## src/rtl/ir_cmd_pkg.sv

```systemverilog
// Shared types for the IR remote command decoder: drive commands, NEC key codes,
// FSM states and the key-to-command lookup.
package ir_cmd_pkg;

  localparam int unsigned CMD_W = 3;
  localparam int unsigned ERR_W = 8;

  typedef enum logic [CMD_W-1:0] {
    CMD_STOP  = 3'd0,
    CMD_FWD   = 3'd1,
    CMD_BACK  = 3'd2,
    CMD_LEFT  = 3'd3,
    CMD_RIGHT = 3'd4
  } cmd_e;

  localparam logic [7:0] KEY_FWD   = 8'h1A;
  localparam logic [7:0] KEY_BACK  = 8'h1E;
  localparam logic [7:0] KEY_LEFT  = 8'h14;
  localparam logic [7:0] KEY_RIGHT = 8'h18;
  localparam logic [7:0] KEY_STOP  = 8'h0C;

  typedef enum logic [1:0] {
    S_IDLE   = 2'd0,
    S_DECODE = 2'd1,
    S_OFFER  = 2'd2
  } state_e;

  typedef struct packed {
    logic [7:0]  key_n;
    logic [7:0]  key;
    logic [15:0] custom;
  } nec_frame_t;

  typedef struct packed {
    logic hit;
    cmd_e cmd;
  } key_map_t;

  // Unmapped keys return hit=0 so the decoder can drop them silently.
  function automatic key_map_t map_key(input logic [7:0] key);
    key_map_t m;
    m.hit = 1'b1;
    m.cmd = CMD_STOP;
    case (key)
      KEY_FWD:   m.cmd = CMD_FWD;
      KEY_BACK:  m.cmd = CMD_BACK;
      KEY_LEFT:  m.cmd = CMD_LEFT;
      KEY_RIGHT: m.cmd = CMD_RIGHT;
      KEY_STOP:  m.cmd = CMD_STOP;
      default:   m.hit = 1'b0;
    endcase
    return m;
  endfunction

endpackage

```

## src/rtl/ir_hold_timer.sv

```systemverilog
// Idle-time counter for the auto-stop feature; saturates at HOLD_CYCLES-1 and
// raises expire while parked there.
module ir_hold_timer #(
  parameter int unsigned HOLD_CYCLES = 12_500_000
) (
  input  logic clk_50,
  input  logic reset,
  input  logic clear,
  input  logic enable,
  output logic expire
);

  localparam int unsigned CNT_W = (HOLD_CYCLES > 1) ? $clog2(HOLD_CYCLES) : 1;
  localparam logic [CNT_W-1:0] LAST = CNT_W'(HOLD_CYCLES - 1);

  logic [CNT_W-1:0] r_count;
  logic [CNT_W-1:0] w_count_nxt;

  always_comb begin
    w_count_nxt = r_count;
    if (clear) begin
      w_count_nxt = '0;
    end else if (enable && (r_count != LAST)) begin
      w_count_nxt = r_count + CNT_W'(1);
    end
  end

  // expire is registered from the next count so it tracks r_count == LAST exactly.
  always_ff @(posedge clk_50 or posedge reset) begin
    if (reset) begin
      r_count <= '0;
      expire  <= (LAST == '0);
    end else begin
      r_count <= w_count_nxt;
      expire  <= (w_count_nxt == LAST);
    end
  end

endmodule

```

## src/rtl/ir_command_decoder.sv

```systemverilog
// NEC IR frame decoder: validates custom code and key complement, maps keys to
// drive commands and offers them on a valid/ready handshake.
// Optional auto-stop after HOLD_CYCLES idle cycles: define IR_HOLD_TIMEOUT_EN.
module ir_command_decoder
  import ir_cmd_pkg::*;
#(
  parameter logic [15:0] CUSTOM_CODE = 16'h6B86,
  parameter int unsigned HOLD_CYCLES = 12_500_000
) (
  input  logic             clk_50,
  input  logic             reset,
  input  logic [31:0]      ir_data,
  input  logic             ir_valid,
  output logic [CMD_W-1:0] cmd,
  output logic             cmd_valid,
  input  logic             cmd_ready,
  output logic             frame_err,
  output logic [ERR_W-1:0] err_count
);

  state_e     r_state, w_state_nxt;
  nec_frame_t r_frame;
  cmd_e       r_cmd, w_cmd_nxt;
  logic       r_cmd_valid, w_cmd_valid_nxt;
  logic       r_frame_err, w_frame_err_nxt;
  logic [ERR_W-1:0] r_err_count;
  logic       w_err_inc;
  logic       w_transfer;
  logic       w_capture;
  logic       w_check_ok;
  logic       w_auto_stop;
  key_map_t   w_map;

  assign w_transfer = r_cmd_valid && cmd_ready;
  assign w_capture  = (r_state == S_IDLE) && ir_valid;
  assign w_check_ok = (r_frame.custom == CUSTOM_CODE) && (r_frame.key == ~r_frame.key_n);
  assign w_map      = map_key(r_frame.key);

`ifdef IR_HOLD_TIMEOUT_EN
  logic w_expire;

  // r_cmd in S_IDLE is always the last transferred command.
  ir_hold_timer #(.HOLD_CYCLES(HOLD_CYCLES)) u_hold_timer (
    .clk_50 (clk_50),
    .reset  (reset),
    .clear  (w_transfer || w_capture),
    .enable (r_state == S_IDLE),
    .expire (w_expire)
  );
  assign w_auto_stop = w_expire && (r_cmd != CMD_STOP);
`else
  // Auto-stop compiled out; HOLD_CYCLES stays so both builds share one parameter list.
  assign w_auto_stop = 1'b0 & (HOLD_CYCLES != 0);
`endif

  always_comb begin
    w_state_nxt     = r_state;
    w_cmd_nxt       = r_cmd;
    w_cmd_valid_nxt = r_cmd_valid;
    w_frame_err_nxt = 1'b0;
    w_err_inc       = 1'b0;
    case (r_state)
      S_IDLE: begin
        if (ir_valid) begin
          w_state_nxt = S_DECODE;
        end else if (w_auto_stop) begin
          w_state_nxt     = S_OFFER;
          w_cmd_nxt       = CMD_STOP;
          w_cmd_valid_nxt = 1'b1;
        end
      end
      S_DECODE: begin
        w_state_nxt = S_IDLE;
        if (!w_check_ok) begin
          w_frame_err_nxt = 1'b1;
          w_err_inc       = 1'b1;
        end else if (w_map.hit) begin
          w_state_nxt     = S_OFFER;
          w_cmd_nxt       = w_map.cmd;
          w_cmd_valid_nxt = 1'b1;
        end
      end
      S_OFFER: begin
        if (w_transfer) begin
          w_state_nxt     = S_IDLE;
          w_cmd_valid_nxt = 1'b0;
        end
      end
      default: begin
        w_state_nxt     = S_IDLE;
        w_cmd_valid_nxt = 1'b0;
      end
    endcase
  end

  always_ff @(posedge clk_50 or posedge reset) begin
    if (reset) begin
      r_state     <= S_IDLE;
      r_frame     <= '0;
      r_cmd       <= CMD_STOP;
      r_cmd_valid <= 1'b0;
      r_frame_err <= 1'b0;
      r_err_count <= '0;
    end else begin
      r_state     <= w_state_nxt;
      r_cmd       <= w_cmd_nxt;
      r_cmd_valid <= w_cmd_valid_nxt;
      r_frame_err <= w_frame_err_nxt;
      if (w_capture) begin
        r_frame <= ir_data;
      end
      if (w_err_inc && (r_err_count != '1)) begin
        r_err_count <= r_err_count + ERR_W'(1);
      end
    end
  end

  assign cmd       = r_cmd;
  assign cmd_valid = r_cmd_valid;
  assign frame_err = r_frame_err;
  assign err_count = r_err_count;

endmodule

```

## config.mk

```make
export PLATFORM = sky130hd
export DESIGN_NAME = ir_command_decoder
export DESIGN_NICKNAME = d
export VERILOG_FILES = /design/src/rtl/ir_cmd_pkg.sv /design/src/rtl/ir_hold_timer.sv /design/src/rtl/ir_command_decoder.sv
export SDC_FILE = /design/constraint.sdc
export NUM_CORES = 1
export LEC_CHECK = 0
export CAP_MARGIN = 20
export CELL_PAD_IN_SITES_DETAIL_PLACEMENT = 0
export CELL_PAD_IN_SITES_GLOBAL_PLACEMENT = 1
export CORE_MARGIN = 2
export CORE_UTILIZATION = 35
export DETAILED_ROUTE_END_ITERATION = 16
export PLACE_DENSITY_LB_ADDON = 0.15
export SLEW_MARGIN = 15
export SYNTH_ARGS = -nofsm -noshare
export SYNTH_HDL_FRONTEND = slang
export SYNTH_SLANG_ARGS = --single-unit
```

## constraint.sdc

```tcl
create_clock -name clk_50 -period 1.6 [get_ports clk_50]
set_input_delay 0.4 -clock clk_50 [delete_from_list [all_inputs] [get_ports clk_50]]
set_output_delay 0.4 -clock clk_50 [all_outputs]
set_load 0.02 [all_outputs]
```

=== Yosys cells after proc, flatten, opt, wreduce, memory -nomap -nowiden ===
Cells that the tools add are included.

* Register bits after elaboration: 47
* Bits in latches: 0
* Memory bits (writable): 0
* ROM bits: 0
* Input bits: 36
* Output and inout port bits: 13
* Word-level logic and storage cells: 47
* Memories: 0

* Add/sub/neg operators: 1
* $mul: 0
* Div/mod/pow operators: 0
* Order comparisons: 0
* Equal/unequal tests: 14
* Shifts and indexed selects: 0
* Muxes and demuxes: 13
* Bitwise operators: 2
* Reductions and logical operators: 9

{| class="wikitable"
|+ Operators with widths
! operator !! number
|-
| 8-bit by 5-bit == test with 1-bit output, second input constant || 4
|-
| 16-bit by 15-bit == test with 1-bit output, second input constant || 1
|-
| 3-bit one-hot mux with 4 select lines || 1
|-
| 8-bit by 1-bit adder with 8-bit output, second input constant || 1
|-
| 8-bit by 4-bit == test with 1-bit output, second input constant || 1
|-
| 8-bit == test || 1
|-
| 2-bit 2-to-1 mux || 4
|-
| 2-bit != test, second input constant || 4
|-
| 8-bit != test, second input constant || 1
|-
| 8-bit inverter || 1
|-
| 1-bit 2-to-1 mux || 6
|-
| 2-bit one-hot mux with 3 select lines || 1
|-
| 5-bit OR reduction || 1
|-
| 1-bit logical AND || 4
|-
| 4-bit AND reduction || 1
|-
| 1-bit one-hot mux with 3 select lines || 1
|-
| 3-bit AND reduction || 1
|-
| 2-bit by 1-bit == test with 1-bit output, second input constant || 1
|-
| 2-bit == test, second input constant || 1
|-
| 2-bit zero test || 1
|-
| 2-bit AND reduction || 1
|-
| 1-bit inverter || 1
|}

=== Longest topological paths before layout ===
Gate-level depths: netlist (run 1).

* Word-level depth: 6
* Mapped depth: 7

=== Worst setup path before layout (run 1) ===
Ideal clock, no wire load.

* Path kind: flip-flop to flip-flop
* From: reg r_frame[19] in the netlist's numbering
* To: reg r_cmd[0], in the netlist cmd[0]
* Setup time: 0.128 ns
* Data arrival time: 1.483 ns
* Slack: -0.010 ns
* Stages on the path, launching flop included: 7
* Path buffers: 1
* Period minus slack after synthesis: 1.610 ns
* Path through: dfrtp_1 -> buf_2 -> xor2_1 -> nand4_1 -> nor3_2 -> nand4_2 -> mux2_1

* Word-level cells in the longest chain between the ends: 4
* Elaborated cells between the ends (all ways): 11
* Those cells by class: eq/ne: 6; mux: 2; reduce/logical: 3

{| class="wikitable"
|+ Ends and longest elaborated chain
! what !! RTL line !! text
|-
| from (decl) || ir_command_decoder.sv:22 || <nowiki>nec_frame_t r_frame;</nowiki>
|-
| from (signal assigned) || ir_command_decoder.sv:110 || <nowiki>r_frame <= ir_data;</nowiki>
|-
| 8-bit by 4-bit == test with 1-bit output or 8-bit by 5-bit == test with 1-bit output (tied branches) || ir_cmd_pkg.sv:44 || <nowiki>case (key)</nowiki>
|-
| 5-bit OR reduction (no line) || n/a ||
|-
| 1-bit 2-to-1 mux || ir_cmd_pkg.sv:44 ||
|-
| 3-bit AND reduction (no line) || n/a ||
|-
| to (signal assigned) || ir_command_decoder.sv:106 || <nowiki>r_cmd <= w_cmd_nxt;</nowiki>
|-
| to (decl) || ir_command_decoder.sv:23 || <nowiki>cmd_e r_cmd, w_cmd_nxt;</nowiki>
|}

Several ways; a longest one is shown, not always the timed one.
A chain may end at the register's enable or synchronous reset.

=== Worst setup path in the final report (run 1) ===
* From: reg r_frame[15] in the netlist's numbering
* To: reg r_cmd[0], in the netlist cmd[0]

* Word-level cells in the longest chain between the ends: 3

{| class="wikitable"
|+ Ends and longest elaborated chain
! what !! RTL line !! text
|-
| 16-bit by 15-bit == test with 1-bit output || ir_command_decoder.sv:36 || <nowiki>assign w_check_ok = (r_frame.custom == CUSTOM_CODE) && (r_frame.key == ~r_frame.key_n);</nowiki>
|-
| 1-bit logical AND || ir_command_decoder.sv:36 ||
|-
| 3-bit AND reduction (no line) || n/a ||
|}

No other way between the ends.

==> qor.yml, run 1 <==
drcViolationCount: 0
yosysUniqueCellTypes: 31
cts_root_buf: "clkbuf_8"
path_class: "flip-flop to flip-flop"
grt_setup_unrepaired: "yes"
maxSlewViolCount: 0
ys_seq_area_frac: 0.562
fmax_ghz: 0.574
yosys.area.top_type_share: 0.562
synth_commonest_cells: "dfrtp_1, mux2_2, xor2_1"
post-synth-top-count-cell: "dfrtp_1"
placed_area_um2: 2800
drive_above_1_share: 0.296
tritoncts: "done"
place_ws_ps: -250
rows: 28
status: "complete, but fails checks"
syn_to_final_growth_pct: 40.0
setup-tns-final_ps: -694
grt_antenna_before_repair: 0
grt_max_degree: 48
yosys_warnings: 0
rr_startpoint: "r_frame[15]"
hpwlAfterDp_um: 3120
powerDensity_nw_per_um2: 1100
synth-edff-count: 0
drtIter0Drc: 36
finClkSkew_ps: 9.48
synth_compound_area_frac: 0.0120
total_power_mw: 3.22
synth.area.mux_share: 0.188
hold_buffers: 0
setup_viol: 11
final_nets: 266
leakagePower_nw: 1.33
layout_setup_ws_ps: -143
cts.sinks: 47
drv_cap: 0
crit_path_top_delay_cell: "dfrtp_1"
vias: 1468
ys_ff_latch: 47
cp_slowest_stage_delay_ps: 400
synth_area_um2: 2090
finalWirelength_um: 4230
fin_area_um2: 2930
holdWs_ps: 438
synth.area.top_cells: "dfrtp_1, mux2_2, xor2_1"
grt_overflow: 0
synthSimpleGateAreaFrac: 0.149
avgSynthCellArea_um2: 13.0
post-route-period-util: 1.09
startpoint_type: "flip-flop"
max_slew_margin: 0.749
first_global_vias: 1570
wl_per_cell_um: 13.9
place.gp.congestion: 0.749
violations: "setup timing"
crit_required_ps: 1780
crit_chain: "nor4b_2 -> nand4_1 -> nor3_2 -> nand4_2 -> mux2_1"
firstDrtPassIters: 4
clockBufferDepth: 2
finalHoldViolations: 0
arrival_ps: 1930
period_minus_slack_ps: 1740
worstHoldPathType: "primary input to asynchronous set/reset pin"
path_buf_inv: 0
cpLargestDelayFamily: "simple AND/OR/NAND/NOR gates"
fp.dieW_um: 81.3
vdd_drop_max_mv: 0.694
nFillCells: 519
initial_core_util: 0.358
synth_top_family_by_area: "multiplexers"
synthXorXnorAreaFrac: 0.0669
synth.largest_area_cell: "dfrtp_1"
crit_start: "r_frame[15]"
io_buffers: 48
synth_adder_area_share: 0.00598
num_antenna_cells: 0
clkTransAtPathRegs_ps: 90
fp.dieArea_um2: 6620
grt_usage: 0.144
die_h_um: 81.3
ioPinCount: 49
h-tree-depth: 2
grt_pass1_wl_um: 7130
path_max_fanout: 4
seq_area_um2: 1180
syn-num-nets: 198
via_per_inst: 4.81
coreArea_um2: 5850
worst_pin_slew_ps: 371
syn_inst: 161
ant_nets: 0
async_reset_ff_frac: 1.00
end_kind: "flip-flop"
multi_input_area_um2: 910
cts_buffers: 5
insertion_delay_ps: 300
synth-main-ff-cell: "dfrtp_1"
[cells in the final DEF (no fill, tap or decap), types with 3 or more instances in the layout]
| cell | Yosys | routed |
|---|---|---|
| dlygate4sd2_1 | 0 | 13 |
| buf_4 | 0 | 17 |
| nor2_1 | 4 | 4 |
| dfrtp_1 | 47 | 47 |
| clkdlybuf4s50_1 | 0 | 35 |
| xor2_1 | 14 | 14 |
| nand3_1 | 5 | 5 |
| nand2_1 | 10 | 10 |
| mux2_2 | 32 | 32 |
| nand4_1 | 6 | 6 |
| clkbuf_8 | 0 | 5 |
| nor3_1 | 3 | 3 |
| o21ai_0 | 3 | 3 |
[layout make-up]
class                   count  share of cell area
flip-flops and latches     47               0.401
repair buffers             67               0.216
clock inverters             3              0.0162
well taps                  75              0.0320
clock buffers               5              0.0235
multi-input cells         107               0.310
inverters                   1             0.00128
[per-stage QoR]
stage / util / std cells
floorplan: - / 161
global placement: 0.479 / 295
detailed placement: 0.479 / 295
CTS: 0.501 / 305
global route: 0.501 / 305
finish: 0.501 / 305
[registers in the layout, indices dropped and copies added (netlist names)]
signal	flops
cmd	3
cmd_valid	1
err_count	8
frame_err	1
r_frame	32
r_state	2
[report_power, final]
group / switching (mW) / internal (mW)
sequential: 0.162 / 1.39
clock: 0.418 / 0.474
combinational: 0.340 / 0.442
[metal layers]
metal | wire (um) | vias up | track usage
met4 | 35 | 0 | 0.0492
met3 | 190 | 4 | 0.0422
met2 | 2160 | 37 | 0.237
met5 | 0 | - | 0
met1 | 1840 | 717 | 0.179
li1 | - | 710 | -
[cells by family after synthesis]
kind of cell,after synthesis
DFF,47
and+or+nand+nor,50
muxes,35
AOI/OAI and AO/OA,5
adders and majority gates,1
xor gates and xnor gates,16
buffers and inverters,7
[repair_timing]
| action | 4_1_cts | 5_1_grt |
|---|---|---|
| setup buffers | 2 | 0 |
| setup endpoints to repair | 26 | 14 |
| endpoints found under the hold margin | 0 | 0 |
| pin swaps | 1 | 0 |
| resized for setup | 15 | 0 |
[path summary, 6_finish.rpt]
kind / endpoint / slack [ps] / depth (start not counted)
max in group asynchronous: r_frame[21] / 940 / 3
setup / recovery: cmd[0] / -140 / 5
min in group clk_50: err_count[6] / 500 / 1
setup reg to reg: cmd[0] / -140 / 5
hold reg to reg: err_count[6] / 500 / 1
hold / removal: err_count[6] / 440 / 3
[worst min-delay path, cell delays in order]
cell and delay [ps]:
clkdlybuf4s50_1 410, inv_2 70, buf_12 240
No activity file was read; power rests on OpenSTA's default activity.
==> inputs of run 2 (changes only) <==
==> constraint.sdc (replaced) <==
create_clock -name clk_50 -period 1.4 [get_ports clk_50]
set_input_delay 0.35 -clock clk_50 [delete_from_list [all_inputs] [get_ports clk_50]]
set_output_delay 0.35 -clock clk_50 [all_outputs]
set_load 0.02 [all_outputs]
==> run 2 against run 1 <==
Effect of this change:
- the flow still finishes with violations (setup timing)
- register-to-register slack lost 190 ps
- first-iteration DRC count grew to 2.5 times the previous value
- non-clock buffer count grew 17
- flip-flop and latch count is the same
- sequential share of layout area shrank 4.6 points
- utilization grew 7.0 points
==> qor.yml, run 2 (synthesized netlist as in run 1, its figures left out) <==
path_class: "flip-flop to flip-flop"
rows: 28
grt_antenna_before_repair: 0
layout_setup_ws_ps: -336
layout_common_cells: "dfrtp_1, clkdlybuf4s50_1, mux2_4, buf_4, xor2_1"
grt_usage: 0.181
switching_power_mw: 1.15
fp.dieArea_um2: 6620
clkTransAtPathRegs_ps: 90
leakagePower_nw: 1.54
num_antenna_cells: 0
finClkSkew_ps: 4.61
fmax_ghz: 0.576
grt_setup_unrepaired: "yes"
grt_pass1_wl_um: 8960
cts_buffers: 5
initial_core_util: 0.358
clkPwrFrac: 0.256
mostFrequentLayoutCell: "dfrtp_1"
finalWirelength_um: 5460
io_buffers: 48
final_nets: 283
cp_slowest_stage_delay_ps: 390
die_h_um: 81.3
maxSlewViolCount: 0
post-route-period-util: 1.24
h-tree-depth: 2
vias: 1564
swShare: 0.284
largest_register: "r_frame"
vdd_drop_max_mv: 0.670
drtIter0Drc: 90
worst_pin_slew_ps: 267
crit_required_ps: 1580
crit_chain: "nor4b_2 -> nand4_1 -> nor3_2 -> nand4_2 -> mux2_1"
status: "complete, but fails checks"
worstHoldPathType: "primary input to asynchronous set/reset pin"
place_ws_ps: -503
grt_overflow: 0
cts_root_buf: "clkbuf_8"
setup_viol: 38
max_slew_margin: 0.820
arrival_ps: 1920
first_global_vias: 1736
finalHoldViolations: 0
tritoncts: "done"
drv_cap: 0
total_power_mw: 4.04
startpoint_type: "flip-flop"
drcViolationCount: 0
syn_to_final_growth_pct: 59.5
powerDensity_nw_per_um2: 1210
cts.sinks: 47
grt_max_degree: 48
firstDrtPassIters: 4
seq_power_share: 0.439
violations: "setup timing"
via_per_inst: 4.86
wl_per_cell_um: 17.0
hpwlAfterDp_um: 3240
clockBufferDepth: 2
insertion_delay_ps: 300
end_kind: "flip-flop"
p_comb_frac: 0.305
path_buf_inv: 0
p_int_mw: 2.89
ioPinCount: 49
period_minus_slack_ps: 1740
place.gp.congestion: 0.754
coreArea_um2: 5850
ant_nets: 0
fp.dieW_um: 81.3
path_max_fanout: 4
cpLargestDelayFamily: "simple AND/OR/NAND/NOR gates"
drive_above_1_share: 0.445
largest_register_ffs: 32
crit_path_top_delay_cell: "dfrtp_1"
## run 2: tightest hold or removal path: stages
cell             delay [ps]
clkdlybuf4s50_1         440
clkinvlp_4              100
buf_12                  250
## run 2: worst paths after layout
path	start	to	slack (ps)	cells past startpoint
max	r_frame[5]	cmd[0]	-340	5
min	reset	r_frame[4]	450	3
max reg2reg	r_frame[5]	cmd[0]	-340	5
min reg2reg	err_count[6]	err_count[6]	490	1
max in group asynchronous	reset	err_count[5]	710	3
min in group clk_50	err_count[6]	err_count[6]	490	1
## run 2: repair_timing
item,4_1_cts,5_1_grt
pin swaps,4,2
gates cloned,5,0
hold endpoints to repair,0,0
setup endpoints to repair,59,53
hold buffers,0,0
buffers inserted,10,3
resized for setup,64,27
## run 2: power groups by stage
stage	Sequential (mW)	Clock, mW	Combinational [mW]
floorplan	1.87	0	0.449
global placement	1.77	0	1.02
CTS	1.77	1.06	1.21
global route	1.80	1.12	1.33
finish	1.78	1.04	1.23
detailed placement	1.79	0	1.06
## run 2: final cells by class
class                           instances  area, um2
Multi-Input combinational cell        107       1100
Timing Repair Buffer                   84        838
Fill cell                             475       2510
Tap cell                               75       93.8
Clock inverter                          2       35.0
Sequential cell                        47       1190
Inverter                                1       7.51
Clock buffer                            6       82.6
## run 2: per-stage QoR
stage / util / setup TNS, ps / cell area [um2] / hold slack [ps] / cells
after floorplan: - / -1010 / 2160 / 373 / 161
after global placement: 0.493 / -15520 / 2880 / 463 / 301
after detailed placement: 0.493 / -16410 / 2880 / 480 / 301
after CTS: 0.568 / -5410 / 3320 / 461 / 322
after global routing: 0.571 / -7320 / 3340 / 487 / 322
final: 0.571 / -3990 / 3340 / 450 / 322
## run 2: metal layers
metal | global-route usage | vias up | wire length [um]
li1 | - | 742 | -
met5 | 0 | - | 0
met3 | 0.0489 | 2 | 226
met4 | 0.0492 | 0 | 12
met1 | 0.230 | 781 | 2470
met2 | 0.304 | 39 | 2750
